==> config.mk <==
export PLATFORM = sky130hd
export DESIGN_NAME = r_return_router
export DESIGN_NICKNAME = d
export VERILOG_FILES = /design/src/rtl/r_return_router_pkg.sv /design/src/rtl/r_return_router_arb2.sv /design/src/rtl/r_return_router.sv
export SDC_FILE = /design/constraint.sdc
export NUM_CORES = 1
export LEC_CHECK = 0
export ABC_AREA = 1
export CAP_MARGIN = 10
export CORE_ASPECT_RATIO = 0.75
export CORE_UTILIZATION = 27
export CTS_CLUSTER_DIAMETER = 120
export DETAILED_ROUTE_END_ITERATION = 8
export GPL_TIMING_DRIVEN = 0
export PLACE_DENSITY = 0.92
export SYNTH_ARGS = -nofsm -noshare
export SYNTH_HDL_FRONTEND = slang
export SYNTH_SLANG_ARGS = --single-unit
==> constraint.sdc <==
create_clock -name ACLK -period 2.8 [get_ports ACLK]
set_input_delay 0.7 -clock ACLK [delete_from_list [all_inputs] [get_ports ACLK]]
set_output_delay 0.7 -clock ACLK [all_outputs]
set_load 0.01 [all_outputs]
==> src/rtl/r_return_router_pkg.sv <==
// Shared AXI read-return definitions: bus widths, router state/destination
// encodings and master tag values.
package r_return_router_pkg;

  localparam int AXI_ID_BITS   = 4;
  localparam int AXI_IDS_BITS  = 8;
  localparam int AXI_DATA_BITS = 32;

  localparam int TAG_M0 = 0;
  localparam int TAG_M1 = 1;

  typedef enum logic [1:0] {IDLE, BUSY_S0, BUSY_S1} r_rt_state_e;
  typedef enum logic [1:0] {DEST_M0, DEST_M1, DEST_DROP} r_rt_dest_e;

  // tag arrives already shifted down to bit 0 and zero-extended
  function automatic r_rt_dest_e tagToDest(input logic [AXI_IDS_BITS-1:0] tag);
    if (tag == AXI_IDS_BITS'(TAG_M0))
      return DEST_M0;
    else if (tag == AXI_IDS_BITS'(TAG_M1))
      return DEST_M1;
    else
      return DEST_DROP;
  endfunction

endpackage

==> src/rtl/r_return_router_arb2.sv <==
// Two-requester round-robin arbiter; priority bit moves to the requester that
// did not just finish, on each release pulse.
module r_rr_arb2 (
  input  logic       clk,
  input  logic       rst,
  input  logic [1:0] req,
  input  logic       relPulse,
  input  logic       relIdx,
  output logic [1:0] grant
);

  logic prio;

  always_ff @(posedge clk) begin
    if (rst)
      prio <= 1'b0;
    else if (relPulse)
      prio <= ~relIdx;
  end

  always_comb begin
    grant = '0;
    case (req)
      2'b01:   grant = 2'b01;
      2'b10:   grant = 2'b10;
      2'b11:   grant = prio ? 2'b10 : 2'b01;
      default: grant = '0;
    endcase
  end

endmodule

==> src/rtl/r_return_router.sv <==
// AXI R-channel return router: locks one slave per burst, strips the master
// tag from the slave ID and steers beats to M0/M1, dropping unknown tags.
module r_return_router
  import r_return_router_pkg::*;
#(
  parameter int TAG_LSB = 4
) (
  input  logic                     ACLK,
  input  logic                     ARESET,
  input  logic [AXI_IDS_BITS-1:0]  RID_S0,
  input  logic [AXI_DATA_BITS-1:0] RDATA_S0,
  input  logic [1:0]               RRESP_S0,
  input  logic                     RLAST_S0,
  input  logic                     RVALID_S0,
  output logic                     RREADY_S0,
  input  logic [AXI_IDS_BITS-1:0]  RID_S1,
  input  logic [AXI_DATA_BITS-1:0] RDATA_S1,
  input  logic [1:0]               RRESP_S1,
  input  logic                     RLAST_S1,
  input  logic                     RVALID_S1,
  output logic                     RREADY_S1,
  output logic [AXI_ID_BITS-1:0]   RID_M0,
  output logic [AXI_DATA_BITS-1:0] RDATA_M0,
  output logic [1:0]               RRESP_M0,
  output logic                     RLAST_M0,
  output logic                     RVALID_M0,
  input  logic                     RREADY_M0,
  output logic [AXI_ID_BITS-1:0]   RID_M1,
  output logic [AXI_DATA_BITS-1:0] RDATA_M1,
  output logic [1:0]               RRESP_M1,
  output logic                     RLAST_M1,
  output logic                     RVALID_M1,
  input  logic                     RREADY_M1,
  output logic                     tag_err
);

  r_rt_state_e state;
  r_rt_dest_e  dest;
  logic        errSeen;

  logic                     busy, curS1;
  logic [1:0]               arbReq, arbGrant;
  logic [AXI_IDS_BITS-1:0]  grantId, tagExt;
  logic                     sValid, sLast, sReady, mReady, burstEnd;
  logic [AXI_ID_BITS-1:0]   sId;
  logic [AXI_DATA_BITS-1:0] sData;
  logic [1:0]               sResp;

  assign busy   = (state != IDLE);
  assign curS1  = (state == BUSY_S1);
  assign arbReq = busy ? 2'b00 : {RVALID_S1, RVALID_S0};

  r_rr_arb2 uArb (
    .clk      (ACLK),
    .rst      (ARESET),
    .req      (arbReq),
    .relPulse (burstEnd),
    .relIdx   (curS1),
    .grant    (arbGrant)
  );

  always_comb begin
    grantId = arbGrant[1] ? RID_S1 : RID_S0;
    tagExt  = grantId >> TAG_LSB;
  end

  always_comb begin
    sValid = curS1 ? RVALID_S1 : RVALID_S0;
    sLast  = curS1 ? RLAST_S1  : RLAST_S0;
    sId    = curS1 ? RID_S1[AXI_ID_BITS-1:0] : RID_S0[AXI_ID_BITS-1:0];
    sData  = curS1 ? RDATA_S1  : RDATA_S0;
    sResp  = curS1 ? RRESP_S1  : RRESP_S0;
    case (dest)
      DEST_M0: mReady = RREADY_M0;
      DEST_M1: mReady = RREADY_M1;
      default: mReady = 1'b1;
    endcase
    sReady   = busy & mReady;
    burstEnd = busy & sValid & sReady & sLast;
  end

  always_comb begin
    RREADY_S0 = (state == BUSY_S0) & sReady;
    RREADY_S1 = curS1 & sReady;
    RID_M0 = '0; RDATA_M0 = '0; RRESP_M0 = '0; RLAST_M0 = 1'b0; RVALID_M0 = 1'b0;
    RID_M1 = '0; RDATA_M1 = '0; RRESP_M1 = '0; RLAST_M1 = 1'b0; RVALID_M1 = 1'b0;
    if (busy && dest == DEST_M0) begin
      RID_M0 = sId; RDATA_M0 = sData; RRESP_M0 = sResp; RLAST_M0 = sLast; RVALID_M0 = sValid;
    end
    if (busy && dest == DEST_M1) begin
      RID_M1 = sId; RDATA_M1 = sData; RRESP_M1 = sResp; RLAST_M1 = sLast; RVALID_M1 = sValid;
    end
    tag_err = busy & (dest == DEST_DROP) & ~errSeen;
  end

  // errSeen limits the tag_err pulse to the first BUSY cycle of a dropped burst
  always_ff @(posedge ACLK) begin
    if (ARESET) begin
      state   <= IDLE;
      dest    <= DEST_M0;
      errSeen <= 1'b0;
    end else begin
      case (state)
        IDLE: begin
          errSeen <= 1'b0;
          if (arbGrant != 2'b00) begin
            state <= arbGrant[1] ? BUSY_S1 : BUSY_S0;
            dest  <= tagToDest(tagExt);
          end
        end
        default: begin
          errSeen <= 1'b1;
          if (burstEnd)
            state <= IDLE;
        end
      endcase
    end
  end

endmodule

== After elaboration in Yosys (flattened, before gate mapping) ==
Cells that the tools add are included.
Cells by class
  bitwise gates (word level): 10
  reduce and logical (&&, ||, !) cells: 10
  equal/unequal tests: 9
  muxes and demuxes: 27
Operators with widths (number)
  2-to-1 mux 32 bit: 3
  2-to-1 mux 2 bit: 11
  2-to-1 mux 4 bit: 3
  bitwise AND 1 bit: 8
  == test 2 bit, second input constant: 4
  logical NOT 8 bit: 1
  2-to-1 mux 8 bit: 1
  2-to-1 mux 1 bit: 7
  == test 2 x 1 -> 1 bit, second input constant: 3
  one-hot mux 2 bit (3 select lines): 1
  nonzero test 2 bit: 3
  == test 4 x 1 -> 1 bit, second input constant: 1
  logical NOT 2 bit: 2
  AND reduction 2 bit: 2
  logical AND 1 bit: 2
  inequality test 2 bit, second input constant: 1
  NOT 1 bit: 2
  one-hot mux 1 bit (2 select lines): 1
Word-level totals
  register bits: 6
  logic and storage cells: 60

== Depth between registers and ports, before layout ==
Gate-level depths: netlist of the first run.
  word-level depth: 8
  mapped depth: 9
  gate-level depth less buffers: 9

== Cells and area by module ==
A second synthesis of the first run with hierarchy kept.
Second synthesis, totals
  cell total of the unflattened synthesis: 199
  area, all modules: 1161.1 um2
By module, submodules not included
  r_return_router: instances 1, area an instance 1102.3 um2, cells an instance 188
  r_rr_arb2: instances 1, area an instance 58.8 um2, cells an instance 11

== Worst setup path before layout of the first run ==
Ideal clock, no wire load.
  path type: input-to-output
  from: input port RREADY_M1
  to: output port RREADY_S0
  required time: 2.100 ns
  arrival: 1.191 ns
  path buffers: 0
  path slack: 0.909 ns
  stages on the path: 3
  cells stage by stage: nand3b_1 -> nand3_4 -> nor3_1
On the way
  cells in the longest elaborated chain, start to end: 3
RTL lines
  start: declaration: RTL line r_return_router.sv:33  | input logic RREADY_M1,
  one-hot mux 1 bit (2 select lines): RTL line r_return_router.sv:73  | case (dest)
  bitwise AND 1 bit: RTL line r_return_router.sv:78  | sReady = busy & mReady;
  bitwise AND 1 bit: RTL line r_return_router.sv:83  | RREADY_S0 = (state == BUSY_S0) & sReady;
  end: declaration: RTL line r_return_router.sv:15  | output logic RREADY_S0,
No other way between the ends.

== Worst setup path after layout of the first run ==
  from: input port RLAST_S1
  to: output port RLAST_M0
On the way
  cells in the longest elaborated chain, start to end: 2
RTL lines
  start: declaration: RTL line r_return_router.sv:19  | input logic RLAST_S1,
  2-to-1 mux 1 bit: RTL line r_return_router.sv:69  | sLast = curS1 ? RLAST_S1 : RLAST_S0;
  2-to-1 mux 1 bit: RTL line r_return_router.sv:87  | if (busy && dest == DEST_M0) begin
  end: declaration: RTL line r_return_router.sv:25  | output logic RLAST_M0,
No other way between the ends.

==> results of run 1 <==
## worst paths after layout
path	start	slack [ns]	end	depth (start not counted)
max	RLAST_S1	0.08	RLAST_M0	6
min	uArb.prio	0.48	uArb.prio	2
max reg2reg	state[1]	1.56	uArb.prio	7
min reg2reg	uArb.prio	0.48	uArb.prio	2
## layout make-up
class	instances	area, um^2
plain buffers	12	135.1
clock buffers	3	41.29
fillers	387	1345
inverters	13	51.30
multi-input cells	165	953.4
flip-flops and latches	6	120.1
well taps	57	71.32
repair buffers	174	1749
## routing by layer
layer  track usage  vias up  part of all wire
li1              -      982                 -
met1        0.2205      860              0.39
met5             0        -                 0
met2        0.3914       83              0.51
met3       0.04148        6             0.082
met4       0.04847        0             0.011
## cells in the mapped netlist, types with 2 or more instances
cell type / number
nor2_1: 85
mux2i_1: 38
nand2_1: 17
buf_6: 12
inv_1: 11
dfxtp_1: 6
a21oi_1: 4
nand3_4: 3
nand2_2: 2
nand3_1: 2
nand4_1: 2
nor2_2: 2
nor3_1: 2
o21ai_1: 2
## registers in the layout, summed over array words and instances, names as in the netlist
register and cells:
dest 2, state 2, errSeen 1, uArb.prio 1
## logic make-up (layout without fill, tap and decap cells)
family / after synthesis / count (layout) / share of synthesized area
AND/OR/NAND/NOR: 119 / 119 / 0.4201
AO/OA/AOI/OAI: 8 / 8 / 0.03476
flip-flops: 6 / 6 / 0.09534
multiplexers: 38 / 38 / 0.3019
buffers and inverters: 25 / 202 / 0.1480
## worst max-delay path, stage by stage
cell and delay, ns:
clkdlybuf4s50_1 0.45, nand3_1 0.07, nand2_1 0.12, inv_1 0.06
nor2_1 0.08, clkdlybuf4s50_1 0.54
## power by group
group	internal [W]	leakage (nW)	switching, W
clock network	0.0000919	0.0216	0.0000328
logic	0.000343	1.44	0.000254
registers	0.0000950	0.0494	0.00000933
## through the flow
stage	TNS, ns	hold WS (ns)	cells	power, W
finish	0	0.4813	430	0.0008264
floorplan	0	0.4633	196	0.0003840
CTS	0	0.4853	430	0.0008331
detailed placement	-0.2045	0.4763	427	0.0007056
global route	0	0.5085	430	0.0008821
global placement	-0.1452	0.4744	427	0.0006937
==> results.cfg, run 1 <==
[global_route]
antenna_found_initial = 0
grt_pass1_vias = 1716
overflow = 0
grt_pass1_wl_mm = 7.590
grt_max_degree = 11
track_usage = 0.1988

[route]
wire_per_inst_um = 12.88
drcViolationCount = 0
first_iter_violations = 36
vias_per_cell = 4.491
wirelength_mm = 5.540
dr_total_vias = 1931
drtPass1Iterations = 4
ant_nets = 0

[synthesis]
yosys_register_bits = 6
netlist_area_mm2 = 0.001260
netlist_instances = 196
synth_area_per_cell_um2 = 6.428
synth_nets = 288
ys_types = 22
synth_top_area_frac = 0.3019
synth_edf_count = 0
yosysTopAreaCell = mux2i_1
ys.flop_type = dfxtp_1
netlist_top_cells_area = mux2i_1, nor2_1, buf_6, dfxtp_1, nand2_1
synth_warnings = 0
synthArstFlopShare = 0
synth_seq_area_share = 0.09533

[die]
ios = 175
core_area_mm2 = 0.004467
initial_utilization = 0.2821
num_rows = 21
dieArea_mm2 = 0.004947
die_x_um = 80.88
die_h_um = 61.16

[clock_tree]
clkLatencyLatePin_ns = 0.22
cts_htree_levels = 1
cts_hold_buffers = 0
cts_sinks = 6
clockBufferDepth = 2
cts_setup_buffers = 0
cts.clk_slew.worst_paths_ns = 0.03
cts_resized = 2
cts_tree = done
root_buffer = clkbuf_8
cts_made_buffers = 3

[cells_and_area]
n_antenna_cell = 0
final_common_cell = clkdlybuf4s50_1
drive_gt1_frac = 0.07239
syn_to_final_growth_pct = 147.8
final_area_mm2 = 0.003122
nNetsFinal = 467
fin_util = 0.6989
layout_common_cells = clkdlybuf4s50_1, nor2_1, mux2i_1

[worst_setup_path]
cp-start-kind = primary input
critPathArrivalTime_ns = 2.02
endpoint_kind = output port
critPathMaxFanout = 2
criticalPathCategory = in2out
required_ns = 2.10

[sta]
final_max_slew_viol_count = 0
setup_viol = 0
tightest_slew_ns = 0.3185
finalHoldViolCount = 0
layout_min_cycle_time_ns = 2.723
rsz0062_at_grt = false
fmax_mhz = 367.3
maxSlewHeadroom = 0.7873
finClkSkew_ns = 0.001865
setup_ws_ns = 0.07721
period_share = 0.9724

[job]
maxCapViolations = 0

[placed_design]
pre_cts_ws_ns = -0.09182
placed_cell_area_mm2 = 0.003073
place_hpwl_mm = 4.652
numPortBuffers = 174
globalplace.congestion = 0.7900

[power_and_ir_drop]
p_leak_nw = 1.511
irDropWorstVdd_uv = 280.3
power.density_mw_per_mm2 = 264.7

[outcome]
outcome = finished, final reports clean

[hold_path]
hold_class = reg2reg
Note: power is estimated with default switching activity, not from simulation.
==> run 2, diff against run 1 <==
Settings changed: CORE_MARGIN from default to 2, CTS_CLUSTER_SIZE from default to 12.
==> results.cfg, run 2 (same netlist as run 1, synthesis figures left out) <==
[worst_setup_path]
critPathArrivalTime_ns = 1.94
required_ns = 2.10
cpMostUsedCell = clkdlybuf4s50_1
criticalPathCategory = in2out
critPathTopFamily = buffers and inverters
timing.critical_path.buf_inv = 2
cp-start-kind = primary input
slowest_delay_ns = 0.54
endpoint_kind = output port
worst_path_max_delay_cell = clkdlybuf4s50_1
crit_chain = clkdlybuf4s50_1, mux2i_1, nor2_1, clkdlybuf4s50_1
critPathMaxFanout = 2

[route]
dr_total_vias = 1956
wirelength_mm = 5.772
vias_per_cell = 4.549
ant_nets = 0
drtPass1Iterations = 4
wire_per_inst_um = 13.42
drcViolationCount = 0
first_iter_violations = 50

[die]
initial_utilization = 0.2821
ios = 175
core_area_mm2 = 0.004467
num_rows = 21
die_x_um = 82.88
die_h_um = 63.16
dieArea_mm2 = 0.005235

[power_and_ir_drop]
irDropWorstVdd_uv = 327.9
power_frac_seq = 0.126
p_sw_frac = 0.3618
internal-power_w = 0.0005303
switchingPower_w = 0.0003006
power.density_mw_per_mm2 = 266.0
p_leak_nw = 1.528
power_frac_clock = 0.156
comb_power_share = 0.718

[clock_tree]
cts_setup_buffers = 0
cts.clk_slew.worst_paths_ns = 0.04
cts_tree = done
clkLatencyLatePin_ns = 0.22
cts_sinks = 6
cts_htree_levels = 1
clockBufferDepth = 2
cts_hold_buffers = 0
cts_made_buffers = 3
root_buffer = clkbuf_8

[cells_and_area]
top_regs = dest: 2 flops, state: 2 flops
num-fill-cells = 381
nNetsFinal = 467
final_common_cell = clkdlybuf4s50_1
final_area_mm2 = 0.003124
syn_to_final_growth_pct = 148.0
finalNonFillerCells = 430
n_antenna_cell = 0
drive_gt1_frac = 0.07239
layout_common_cells = clkdlybuf4s50_1, nor2_1, mux2i_1

[sta]
rsz0062_at_grt = false
setup_ws_ns = 0.1553
finClkSkew_ns = 0.0002623
hold_slack_ns = 0.4959
maxSlewHeadroom = 0.7916
setup_viol = 0
final_max_slew_viol_count = 0
period_share = 0.9445
fmax_mhz = 378.1
layout_min_cycle_time_ns = 2.645
setup_tns_ns = 0
finalHoldViolCount = 0
tightest_slew_ns = 0.3122

[placed_design]
placed_cell_area_mm2 = 0.003073
place_hpwl_mm = 4.947
pre_cts_ws_ns = -0.08433
numPortBuffers = 174
dpl.cell_count = 427
globalplace.congestion = 0.8714

[global_route]
track_usage = 0.2126
busiest_layer = met2
grt_max_degree = 11
grt_pass1_vias = 1933
overflow = 0
grt_pass1_wl_mm = 9.218
grt_util_met3 = 0.04194
use_met2 = 0.4012
antenna_found_initial = 0
grt_use_met1 = 0.2439

[hold_path]
hold_class = reg2reg

[job]
maxCapViolations = 0

[outcome]
outcome = finished, final reports clean
run 2: cell count changes in the layout (fill, tap and decap cells not counted), sizes merged:
cell | before | now
dlymetal6s2s | 4 | 5
clkdlybuf4s50 | 168 | 167
run 2: final timing paths:
check / start / to / slack, ns / cells after the start
max: RDATA_S0[16] / RDATA_M1[16] / 0.16 / 4
min reg2reg: uArb.prio / uArb.prio / 0.50 / 2
min: uArb.prio / uArb.prio / 0.50 / 2
max reg2reg: state[1] / uArb.prio / 1.58 / 7
run 2: cell type report:
class / instances / area [um^2] / share of cell area
timing repair buffer: 174 / 1752 / 0.5607
multi-input combinational: 165 / 953.4 / 0.3052
buffer: 12 / 135.1 / 0.04325
sequential: 6 / 120.1 / 0.03845
tap: 57 / 71.32 / 0.02283
inverter: 13 / 51.30 / 0.01642
clock buffer: 3 / 41.29 / 0.01322
run 2: per-stage QoR:
stage                       util   power, W
after floorplan                -  0.0003840
after global placement    0.6880  0.0006943
after detailed placement  0.6880  0.0007085
after CTS                 0.6966  0.0008411
after global routing      0.6994  0.0008889
final                     0.6994  0.0008309
run 2: routing by layer:
metal,part of all wire,vias to the layer above
met1,0.40,859
met2,0.51,104
met5,0,-
met3,0.070,10
li1,-,983
met4,0.019,0
run 2: timing repair:
item                                   in CTS  in global routing
gates cloned                                0                  0
endpoints found under the hold margin       0                  0
gates resized for setup                     2                  5
setup endpoints to repair                   3                  5
run 2: power groups by stage:
stage                     Clock (W)  Combinational (W)  Sequential, W
after floorplan                   0           0.000280       0.000104
after global placement            0           0.000589       0.000105
after detailed placement          0           0.000603       0.000106
after CTS                  0.000133           0.000603       0.000105
after global routing       0.000138           0.000645       0.000106
final                      0.000129           0.000597       0.000105
run 2: worst reg2reg max path, stage by stage, from the launching register on:
cell and delay, ns:
dfxtp_1 0.49, nor2_4 0.13, inv_4 0.11, nand3_4 0.10, nor2_2 0.13, nand2_1 0.05
nand2_1 0.07, nor2_2 0.03
